--- src/rtl/cond_pkg.sv ---
// Shared constants for the condition evaluation slice: flag bit positions
// within the adder's status word and the ARM-style condition codes.
package cond_pkg;

    typedef logic [3:0] cond_t;
    typedef logic [3:0] flags_t;

    localparam int FLAG_V = 0;
    localparam int FLAG_N = 1;
    localparam int FLAG_Z = 2;
    localparam int FLAG_C = 3;

    localparam cond_t COND_EQ = 4'h0;
    localparam cond_t COND_NE = 4'h1;
    localparam cond_t COND_CS = 4'h2;
    localparam cond_t COND_CC = 4'h3;
    localparam cond_t COND_MI = 4'h4;
    localparam cond_t COND_PL = 4'h5;
    localparam cond_t COND_VS = 4'h6;
    localparam cond_t COND_VC = 4'h7;
    localparam cond_t COND_HI = 4'h8;
    localparam cond_t COND_LS = 4'h9;
    localparam cond_t COND_GE = 4'hA;
    localparam cond_t COND_LT = 4'hB;
    localparam cond_t COND_GT = 4'hC;
    localparam cond_t COND_LE = 4'hD;
    localparam cond_t COND_AL = 4'hE;
    localparam cond_t COND_NV = 4'hF;

endpackage

--- src/rtl/cond_check.sv ---
// Combinational condition-code evaluator: maps a flag word and a 4-bit code
// to pass/illegal. Code NV is reserved and reported as illegal.
module cond_check
    import cond_pkg::*;
(
    input  logic [3:0] flags,
    input  logic [3:0] cond,
    output logic       pass,
    output logic       illegal
);

    logic n, z, c, v;

    assign n = flags[FLAG_N];
    assign z = flags[FLAG_Z];
    assign c = flags[FLAG_C];
    assign v = flags[FLAG_V];

    always_comb begin
        pass    = 1'b0;
        illegal = 1'b0;
        case (cond)
            COND_EQ: pass = z;
            COND_NE: pass = !z;
            COND_CS: pass = c;
            COND_CC: pass = !c;
            COND_MI: pass = n;
            COND_PL: pass = !n;
            COND_VS: pass = v;
            COND_VC: pass = !v;
            COND_HI: pass = c && !z;
            COND_LS: pass = !c || z;
            COND_GE: pass = (n == v);
            COND_LT: pass = (n != v);
            COND_GT: pass = !z && (n == v);
            COND_LE: pass = z || (n != v);
            COND_AL: pass = 1'b1;
            default: illegal = 1'b1;
        endcase
    end

endmodule

--- src/rtl/cond_eval_unit.sv ---
// Flag register plus a single-entry result register answering condition-code
// queries one cycle after acceptance, with saturating pass/fail statistics.
module cond_eval_unit
    import cond_pkg::*;
#(
    parameter int BYPASS = 1,
    parameter int CNT_W  = 8
) (
    input  logic             clk,
    input  logic             reset,
    input  logic [3:0]       flags_in,
    input  logic             flags_we,
    input  logic             q_valid,
    output logic             q_ready,
    input  logic [3:0]       q_cond,
    output logic             r_valid,
    input  logic             r_ready,
    output logic             r_pass,
    output logic             r_illegal,
    output logic [3:0]       flags_q,
    output logic [CNT_W-1:0] pass_cnt,
    output logic [CNT_W-1:0] fail_cnt
);

    localparam logic [CNT_W-1:0] CNT_ONE = CNT_W'(1);

    logic       accept;
    logic       drain;
    logic [3:0] eval_flags;
    logic       eval_pass;
    logic       eval_illegal;

    assign q_ready = !r_valid || r_ready;
    assign accept  = q_valid && q_ready;
    assign drain   = r_valid && r_ready;

    // With bypass, a same-cycle flag write is visible to the query being accepted.
    assign eval_flags = ((BYPASS != 0) && flags_we) ? flags_in : flags_q;

    cond_check u_cond_check (
        .flags   (eval_flags),
        .cond    (q_cond),
        .pass    (eval_pass),
        .illegal (eval_illegal)
    );

    always_ff @(posedge clk) begin
        if (reset) begin
            flags_q <= 4'b0000;
        end else if (flags_we) begin
            flags_q <= flags_in;
        end
    end

    // Accept wins over drain so a drain+accept cycle refills without a bubble.
    always_ff @(posedge clk) begin
        if (reset) begin
            r_valid   <= 1'b0;
            r_pass    <= 1'b0;
            r_illegal <= 1'b0;
        end else if (accept) begin
            r_valid   <= 1'b1;
            r_pass    <= eval_pass;
            r_illegal <= eval_illegal;
        end else if (drain) begin
            r_valid   <= 1'b0;
        end
    end

    always_ff @(posedge clk) begin
        if (reset) begin
            pass_cnt <= '0;
            fail_cnt <= '0;
        end else if (drain) begin
            if (r_pass) begin
                if (pass_cnt != '1) pass_cnt <= pass_cnt + CNT_ONE;
            end else begin
                if (fail_cnt != '1) fail_cnt <= fail_cnt + CNT_ONE;
            end
        end
    end

endmodule

--- config.mk ---
export PLATFORM = sky130hd
export DESIGN_NAME = cond_eval_unit
export DESIGN_NICKNAME = d
export VERILOG_FILES = /design/src/rtl/cond_pkg.sv /design/src/rtl/cond_check.sv /design/src/rtl/cond_eval_unit.sv
export SDC_FILE = /design/constraint.sdc
export NUM_CORES = 1
export LEC_CHECK = 0
export ABC_AREA = 1
export CAP_MARGIN = 20
export CORE_UTILIZATION = 47
export DETAILED_ROUTE_END_ITERATION = 16
export GPL_TIMING_DRIVEN = 0
export MAX_ROUTING_LAYER = met4
export PLACE_DENSITY = 0.79
export SLEW_MARGIN = 25
export SYNTH_ARGS = -nofsm -noshare
export SYNTH_HDL_FRONTEND = slang
export SYNTH_SLANG_ARGS = --single-unit
--- constraint.sdc ---
create_clock -name clk -period 1.76 [get_ports clk]
set_input_delay 0.352 -clock clk [delete_from_list [all_inputs] [get_ports clk]]
set_output_delay 0.352 -clock clk [all_outputs]
set_load 0.01 [all_outputs]
==> out/metrics.yaml, run 1 <==
topRoutingLayerUsed: "met4"
dp_cells: 277
clk_latency_ns: 0.32
ys_seq_area_share_pct: 35.2
pre_cts_ws_ns: -0.169
grt_start_max_net_pins: 14
syn_nets: 226
min_path_type: "input port to register"
coreArea_um2: 2540
cts_buffers: 3
worstSetupStartpointType: "register"
critPathMaxStageDelay_ns: 0.57
drive_gt1_share_pct: 6.37
die_area_um2: 3000
start_util_pct: 51.4
wl_per_cell_um: 10.1
hpwlAfterDp_um: 2130
max-cap-violations: 0
crit_path_start: "pass_cnt[5]$_SDFFE_PP0P_"
synth_area_um2: 1310
endpoint_kind: "primary output"
antenna_found_initial: 0
finalNetCount: 267
grt_first_pass_wirelength_um: 4560
port_buffers: 36
tritoncts: "done"
gr-usage-all-layers_pct: 21.8
crit_required_ns: 1.41
wl_um: 2850
timing.rr.end: "fail_cnt[5]$_SDFFE_PP0P_"
vias: 1399
finClkSkew_ns: 0.00583
peakVddDrop_mv: 0.443
outcome: "finished clean"
rows: 18
slew_violations: 0
hold_slack_ns: 0.460
synth.distinct_cells: 21
drc_errors: 0
timing.final.ws_setup_ns: 0.0612
relSlewSlack_pct: 70.6
cp_slowest_cell: "clkdlybuf4s50_1"
finalSetupViolCount: 0
holdPathStages: 4
routed-wl-met2_um: 1190
crit_fanout: 5
worstHoldStart: "flags_we"
cts_sinks: 23
post-route-util_pct: 68.3
leakage_nw: 0.777
fin_crit_sh_pct: 96.5
ant_nets: 0
clk_pin_slew_ns: 0.13
fin_cells: 281
final_common_cell: "nand2_1"
syn_avg_cell_area_um2: 6.20
post-cts-setup-buffers: 0
worst_pin_slew_ns: 0.441
r2r_slack_ns: 0.16
overflow: 0
drt-initial-drc-count: 43
p_per_area_nw_per_um2: 564
diodes: 0
final_cell_mix: "62 x nand2_1, 34 x clkdlybuf4s50_1, 32 x inv_1"
reg2reg_from: "fail_cnt[0]$_SDFFE_PP0P_"
critPathKind: "register to primary output"
ys_ff_latch: 23
syn_to_final_growth_pct: 33.0
gp_congestion: 0.876
hold_buffers: 0
nFillCells: 241
holdPathEnd: "flags_q[0]$_SDFF_PP0_"
grt_pass1_vias: 1129
synth_cells: 211
wl_met1_um: 1450
rr_worst_depth: 9
placed_cell_area_um2: 1710
yosys_warnings: 0
route.met3.wl_um: 202
htree_levels: 1
io_pins: 37
crit_buf_inv: 1
crit_chain: "clkdlybuf4s50_1"
root_buffer: "clkbuf_4"
worstPathArrival_ns: 1.35
final_area_um2: 1740
hold_violations: 0
first_pass_iters: 4
cpLargestDelayFamily: "buffers and inverters"
fin_crit_ns: 1.70
max_freq_mhz: 589
die_x_um: 54.7
die_h_um: 54.7
clk_path_buf_depth: 2
vias_per_cell: 4.98
-- metrics by stage --
stage	TNS [ns]	power [mW]
final	0	0.980
after global routing	-0.00812	1.03
after CTS	0	0.984
after detailed placement	-0.394	0.738
after global placement	-0.315	0.737
after floorplan	0	0.656
-- cell usage after synthesis, drive strengths merged --
cell / instances / area, um^2
a21boi: 1 / 7.51
nand2: 66 / 258
a21oi: 16 / 80.1
xnor2: 3 / 26.3
nor3: 4 / 20.0
xor2: 1 / 8.76
nand4: 4 / 25.0
dfxtp: 23 / 460
ha: 2 / 25.0
nand3: 17 / 90.1
buf: 1 / 11.3
nor2: 22 / 82.6
inv: 35 / 131
nor4: 1 / 6.26
o21ai: 12 / 60.1
nand3b: 1 / 7.51
clkbuf: 2 / 7.51
-- cell type report --
| cell class | instances | area, um^2 | area share, % |
|---|---|---|---|
| multi-input cells | 150 | 699 | 40.2 |
| repair buffers | 36 | 362 | 20.8 |
| plain buffers | 3 | 18.8 | 1.08 |
| inverters | 35 | 131 | 7.55 |
| flip-flops and latches | 23 | 463 | 26.6 |
| well taps | 30 | 37.5 | 2.16 |
| clock inverters | 1 | 5.00 | 0.288 |
| clock buffers | 3 | 22.5 | 1.29 |
-- power breakdown --
part	switching, mW	total (mW)	internal (mW)
clock	0.166	0.251	0.0851
combinational	0.0959	0.180	0.0841
sequential	0.0127	0.549	0.536
-- repair_timing --
item                                    4_1_cts  5_1_grt
hold endpoints to repair                      0        0
gates resized for setup                       1        7
endpoints found under the setup margin        1        7
pin swaps                                     0        1
-- sequential cells by signal (all words and copies together), names as in the netlist --
signal and cells:
fail_cnt 8, flags_q 4, pass_cnt 8, r_illegal 1, r_pass 1, r_valid 1
-- worst register-to-register path, cell delays in order (launching register included) --
cell	delay (ns)
dfxtp_1	0.37
ha_1	0.23
nand3_1	0.09
nor2_1	0.05
nand2_1	0.05
nand3_1	0.15
nor2_2	0.21
nand4_1	0.15
o21ai_1	0.15
a21oi_1	0.05
-- how the worst max path moves through the flow --
| stage | cells past startpoint | endpoint |
|---|---|---|
| 3_3_place_gp | 10 | r_pass$_SDFFE_PP0P_ |
| 5_1_grt | 10 | fail_cnt[4]$_SDFFE_PP0P_ |
| 4_1_cts | 1 | fail_cnt[2] |
| 3_5_place_dp | 10 | r_pass$_SDFFE_PP0P_ |
| 6_report | 1 | pass_cnt[5] |
| 2_1_floorplan | 10 | fail_cnt[4]$_SDFFE_PP0P_ |
-- per-layer routing --
| metal | vias to the layer above | global-route usage (%) |
|---|---|---|
| met5 | - | - |
| met4 | 0 | 4.70 |
| met3 | 2 | 6.11 |
| met2 | 41 | 33.5 |
| met1 | 615 | 28.2 |
| li1 | 741 | - |
-- cells by family after synthesis --
logic type | after synthesis | synth area share (%)
buf+inv | 38 | 11.5
flops | 23 | 35.2
simple gates | 115 | 37.4
compound gates | 29 | 11.3
xor+xnor | 4 | 2.68
fa+ha+maj | 2 | 1.91
No activity file was read; power rests on OpenSTA's default activity.
==> inputs of run 2 (changes only) <==
--- a/config.mk
+++ b/config.mk
@@ -7,11 +7,12 @@
 export LEC_CHECK = 0
 export ABC_AREA = 1
 export CAP_MARGIN = 20
-export CORE_UTILIZATION = 47
+export CORE_MARGIN = 4
+export CORE_UTILIZATION = 45
 export DETAILED_ROUTE_END_ITERATION = 16
 export GPL_TIMING_DRIVEN = 0
 export MAX_ROUTING_LAYER = met4
-export PLACE_DENSITY = 0.79
+export PLACE_DENSITY = 0.76
 export SLEW_MARGIN = 25
 export SYNTH_ARGS = -nofsm -noshare
 export SYNTH_HDL_FRONTEND = slang
==> run 2 against run 1 <==
Against the previous run: sequential power is essentially flat; core utilization down 5.3 points; highest routed layer unchanged; maximum frequency is 0.80% higher; hold slack improved by 0.020 ns; non-clock buffer count unchanged; clock skew increased by 0.00069 ns; routed wire length rose by 4.5%; clock power barely moved; critical path type unchanged; combinational power is essentially flat; global-route usage shrank 3.8 points.
==> out/metrics.yaml, run 2 (same netlist as run 1, synthesis figures left out) <==
final_common_cell: "nand2_1"
rows: 19  # +1
holdPathStages: 4  # unchanged
drt-initial-drc-count: 59  # +37%
cts_buffers: 3  # unchanged
hold_slack_ns: 0.480  # +0.0200 ns
worstHoldStart: "flags_we"
post-cts-setup-buffers: 0  # unchanged
max_freq_mhz: 593  # +0.80%
min_path_type: "input port to register"
vias: 1395  # -0.29%
coreArea_um2: 2760  # +8.4%
hold_buffers: 0  # unchanged
swShare_pct: 28.3  # +0.20 points
r2r_slack_ns: 0.18  # +0.02 ns
p_sw_mw: 0.278  # +0.97%
reg2reg_from: "fail_cnt[0]$_SDFFE_PP0P_"
power.internal_mw: 0.705  # about the same
vias_per_cell: 4.95  # -0.64%
holdPathEnd: "flags_q[1]$_SDFF_PP0_"
grt_first_pass_wirelength_um: 5120  # +12%
wl_um: 2980  # +4.5%
p_clk_share_pct: 25.7  # about the same
cp.depth: 1  # unchanged
power.share.combinational_pct: 18.3  # about the same
cts_sinks: 23  # unchanged
dp_cells: 278  # +0.36%
syn_to_final_growth_pct: 32.9  # about the same
gp_congestion: 0.896  # +2.3%
finClkSkew_ns: 0.00651  # +0.000686 ns
crit_chain: "clkdlybuf4s50_1"
htree_levels: 1  # unchanged
total_power_mw: 0.982  # +0.25%
io_pins: 37  # unchanged
grt_pass1_vias: 1232  # +9.1%
clk_pin_slew_ns: 0.13  # about the same
fin_cells: 282  # +0.36%
antenna_found_initial: 0  # unchanged
fin_crit_sh_pct: 95.8  # -0.77 points
cp_slowest_cell: "clkdlybuf4s50_1"
rr_worst_depth: 9  # unchanged
drc_errors: 0  # unchanged
cpLargestDelayFamily: "buffers and inverters"
final_area_um2: 1740  # about the same
finalSetupViolCount: 0  # unchanged
die_h_um: 61.9  # +13%
tritoncts: "done"
overflow: 0  # unchanged
die_x_um: 61.9  # +13%
crit_buf_inv: 1  # unchanged
outcome: "finished clean"
port_buffers: 36  # unchanged
ant_nets: 0  # unchanged
worst_pin_slew_ns: 0.489  # +0.0478 ns
drive_gt1_share_pct: 5.98  # -0.40 points
placed_cell_area_um2: 1710  # about the same
crit_fanout: 5  # unchanged
worstPathArrival_ns: 1.33  # -0.02 ns
diodes: 0  # unchanged
critPathKind: "register to primary output"
rsz0062_at_grt: "no"
top_regs: "fail_cnt x8, pass_cnt x8, flags_q x4"
clk_path_buf_depth: 2  # unchanged
first_pass_iters: 4  # unchanged
seq_power_share_pct: 56.0  # about the same
fin_crit_ns: 1.69  # -0.0135 ns
die_area_um2: 3830  # +28%
clk_latency_ns: 0.31  # about the same
max-cap-violations: 0  # unchanged
p_per_area_nw_per_um2: 565  # +0.32%
root_buffer: "clkbuf_4"
relSlewSlack_pct: 67.4  # -3.2 points
hold_violations: 0  # unchanged
wl_per_cell_um: 10.5  # +4.1%
worstSetupStartpointType: "register"
crit_required_ns: 1.41  # about the same
grt_start_max_net_pins: 14  # unchanged
critPathMaxStageDelay_ns: 0.58  # about the same
endpoint_kind: "primary output"
peakVddDrop_mv: 0.502  # +13%
start_util_pct: 47.4  # -4.0 points
gr-usage-all-layers_pct: 18.0  # -3.8 points
final_cell_mix: "62 x nand2_1, 34 x clkdlybuf4s50_1, 32 x inv_1"
slew_violations: 0  # unchanged
timing.rr.end: "fail_cnt[5]$_SDFFE_PP0P_"
finalNetCount: 267  # unchanged
leakage_nw: 0.778  # +0.13%
hpwlAfterDp_um: 2300  # +7.9%
-- run 2: worst max path at each step --
stage | startpoint | endpoint | slack [ns]
final | pass_cnt[5]$_SDFFE_PP0P_ | pass_cnt[5] | 0.07
after global routing | pass_cnt[5]$_SDFFE_PP0P_ | pass_cnt[5] | 0.01
after CTS | fail_cnt[2]$_SDFFE_PP0P_ | fail_cnt[2] | 0.04
after detailed placement | flags_we | r_pass$_SDFFE_PP0P_ | -0.19
after global placement | flags_we | r_pass$_SDFFE_PP0P_ | -0.18
after floorplan | fail_cnt[1]$_SDFFE_PP0P_ | fail_cnt[4]$_SDFFE_PP0P_ | 0.29
-- run 2: metal layers --
| metal | part of all wire, % | vias to the layer above | track usage (%) |
|---|---|---|---|
| li1 | - | 749 | - |
| met1 | 50 | 606 | 25.1 |
| met2 | 43 | 38 | 26.9 |
| met3 | 6.6 | 2 | 3.10 |
| met4 | 0.71 | 0 | 4.55 |
| met5 | 0 | - | - |
-- run 2: cell type report --
type                            instances  area (um^2)
Buffer                                  3         18.8
Clock buffer                            3         22.5
Clock inverter                          1         5.00
Fill cell                             260         1020
Inverter                               35          131
Multi-Input combinational cell        150          697
Sequential cell                        23          463
Tap cell                               31         38.8
Timing Repair Buffer                   36          362
-- run 2: power groups by stage --
stage                     clock network [mW]  logic, mW  registers [mW]
after floorplan                            0     0.0904           0.566
after detailed placement                   0      0.180           0.560
final                                  0.253      0.180           0.550
after global placement                     0      0.178           0.561
after CTS                              0.264      0.180           0.549
after global routing                   0.277      0.204           0.552
-- run 2: timing repair --
action	4_1_cts	5_1_grt
pin swaps	0	0
gates resized for setup	1	4
cloned	0	0
setup endpoints to repair	1	4
-- run 2: through the flow --
stage               TNS (ns)  setup WS [ns]  util (%)
floorplan                  0          0.292         -
global placement      -0.306         -0.177      61.9
detailed placement    -0.382         -0.194      61.9
CTS                        0         0.0430      62.8
global route               0         0.0148      63.0
finish                     0         0.0746      63.0
==> inputs of run 3 (changes only) <==
--- a/config.mk
+++ b/config.mk
@@ -6,10 +6,10 @@
 export NUM_CORES = 1
 export LEC_CHECK = 0
 export ABC_AREA = 1
-export CAP_MARGIN = 20
 export CORE_MARGIN = 4
 export CORE_UTILIZATION = 45
 export DETAILED_ROUTE_END_ITERATION = 16
+export GPL_ROUTABILITY_DRIVEN = 0
 export GPL_TIMING_DRIVEN = 0
 export MAX_ROUTING_LAYER = met4
 export PLACE_DENSITY = 0.76
==> run 3 against run 2 <==
Against the previous run: total power down 0.59%; clock power down 3%; sequential share of layout area unchanged; routed wire length barely moved; non-clock buffer count did not move; maximum frequency up 0.47%.
==> out/metrics.yaml, run 3 (same netlist as run 1, synthesis figures left out) <==
outcome: "finished clean"
crit_required_ns: 1.41  # about the same
coreArea_um2: 2760  # unchanged
clk_path_buf_depth: 2  # unchanged
cpLargestDelayFamily: "buffers and inverters"
final_common_cell: "nand2_1"
die_h_um: 61.9  # unchanged
wl_per_cell_um: 10.6  # about the same
antenna_found_initial: 0  # unchanged
syn_to_final_growth_pct: 32.9  # unchanged
crit_fanout: 5  # unchanged
grt_start_max_net_pins: 14  # unchanged
vias: 1392  # -0.22%
cts_buffers: 3  # unchanged
max_freq_mhz: 596  # +0.47%
diodes: 0  # unchanged
clk_latency_ns: 0.31  # about the same
r2r_slack_ns: 0.20  # +0.02 ns
hold_buffers: 0  # unchanged
grt_first_pass_wirelength_um: 4710  # -8.0%
drive_gt1_share_pct: 5.98  # unchanged
post-cts-setup-buffers: 0  # unchanged
hpwlAfterDp_um: 2260  # -1.6%
crit_buf_inv: 1  # unchanged
rsz0062_at_grt: "no"
fin_crit_sh_pct: 95.3  # -0.44 points
hold_violations: 0  # unchanged
root_buffer: "clkbuf_4"
finClkSkew_ns: 0.00769  # +0.00117 ns
first_pass_iters: 4  # unchanged
gr-usage-all-layers_pct: 16.7  # -1.3 points
worstPathArrival_ns: 1.33  # about the same
endpoint_kind: "primary output"
die_x_um: 61.9  # unchanged
io_pins: 37  # unchanged
fin_crit_ns: 1.68  # -0.00781 ns
overflow: 0  # unchanged
peakVddDrop_mv: 0.435  # -13%
rows: 19  # unchanged
wl_um: 2980  # about the same
clk_pin_slew_ns: 0.12  # about the same
ant_nets: 0  # unchanged
totalNegativeSetupSlack_ns: 0  # unchanged
start_util_pct: 47.4  # unchanged
tritoncts: "done"
htree_levels: 1  # unchanged
finalNetCount: 267  # unchanged
grt_pass1_vias: 1148  # -6.8%
final_cell_mix: "62 x nand2_1, 34 x clkdlybuf4s50_1, 32 x inv_1"
slew_violations: 0  # unchanged
relSlewSlack_pct: 68.2  # +0.83 points
hold_slack_ns: 0.482  # +0.00245 ns
worstSetupStartpointType: "register"
crit_chain: "clkdlybuf4s50_1"
critPathKind: "register to primary output"
max-cap-violations: 0  # unchanged
top_regs: "fail_cnt x8, pass_cnt x8, flags_q x4"
drc_errors: 0  # unchanged
worst_pin_slew_ns: 0.476  # -0.0124 ns
p_per_area_nw_per_um2: 562  # -0.59%
vias_per_cell: 4.94  # -0.22%
die_area_um2: 3830  # unchanged
cts_sinks: 23  # unchanged
drt-initial-drc-count: 64  # +8.5%
leakage_nw: 0.778  # unchanged
critPathMaxStageDelay_ns: 0.58  # about the same
finalSetupViolCount: 0  # unchanged
min_path_type: "input port to register"
cp_slowest_cell: "clkdlybuf4s50_1"
port_buffers: 36  # unchanged
-- run 3: final timing paths --
check,end,cells after the start,startpoint
max,pass_cnt[5],1,pass_cnt[5]$_SDFFE_PP0P_
min,flags_q[1]$_SDFF_PP0_,4,flags_we
max reg2reg,fail_cnt[5]$_SDFFE_PP0P_,9,fail_cnt[0]$_SDFFE_PP0P_
min reg2reg,fail_cnt[2]$_SDFFE_PP0P_,2,fail_cnt[2]$_SDFFE_PP0P_
-- run 3: area by class of cell --
type	count	area, um^2
tap	31	38.8
sequential	23	463
multi-input combinational	150	697
clock buffer	3	22.5
buffer	3	18.8
timing repair buffer	36	362
inverter	35	131
fill	259	1020
clock inverter	1	5.00
-- run 3: repair_timing --
action,4_1_cts,5_1_grt
resized for setup,1,4
setup endpoints to repair,1,4
pin swaps,0,0
-- run 3: report_power, final --
group / leakage, nW / internal (mW) / switching, mW
registers: 0.188 / 0.536 / 0.0147
clock network: 0.0177 / 0.0848 / 0.161
logic: 0.572 / 0.0839 / 0.0963
-- run 3: per-stage QoR --
step                std cells  util, %  area, um^2  power [mW]  worst slack [ns]
floorplan                 211        -        1310       0.656             0.292
global placement          278     61.9        1710       0.738            -0.168
detailed placement        278     61.9        1710       0.740            -0.195
CTS                       282     62.8        1730       0.986            0.0471
global route              282     63.0        1740        1.03            0.0186
finish                    282     63.0        1740       0.977            0.0824
-- run 3: layer usage --
| metal | GRT usage [%] | share of wire (%) |
|---|---|---|
| met3 | 2.48 | 7.8 |
| met5 | - | 0 |
| met4 | 6.06 | 0.64 |
| met1 | 22.8 | 50 |
| met2 | 24.8 | 42 |
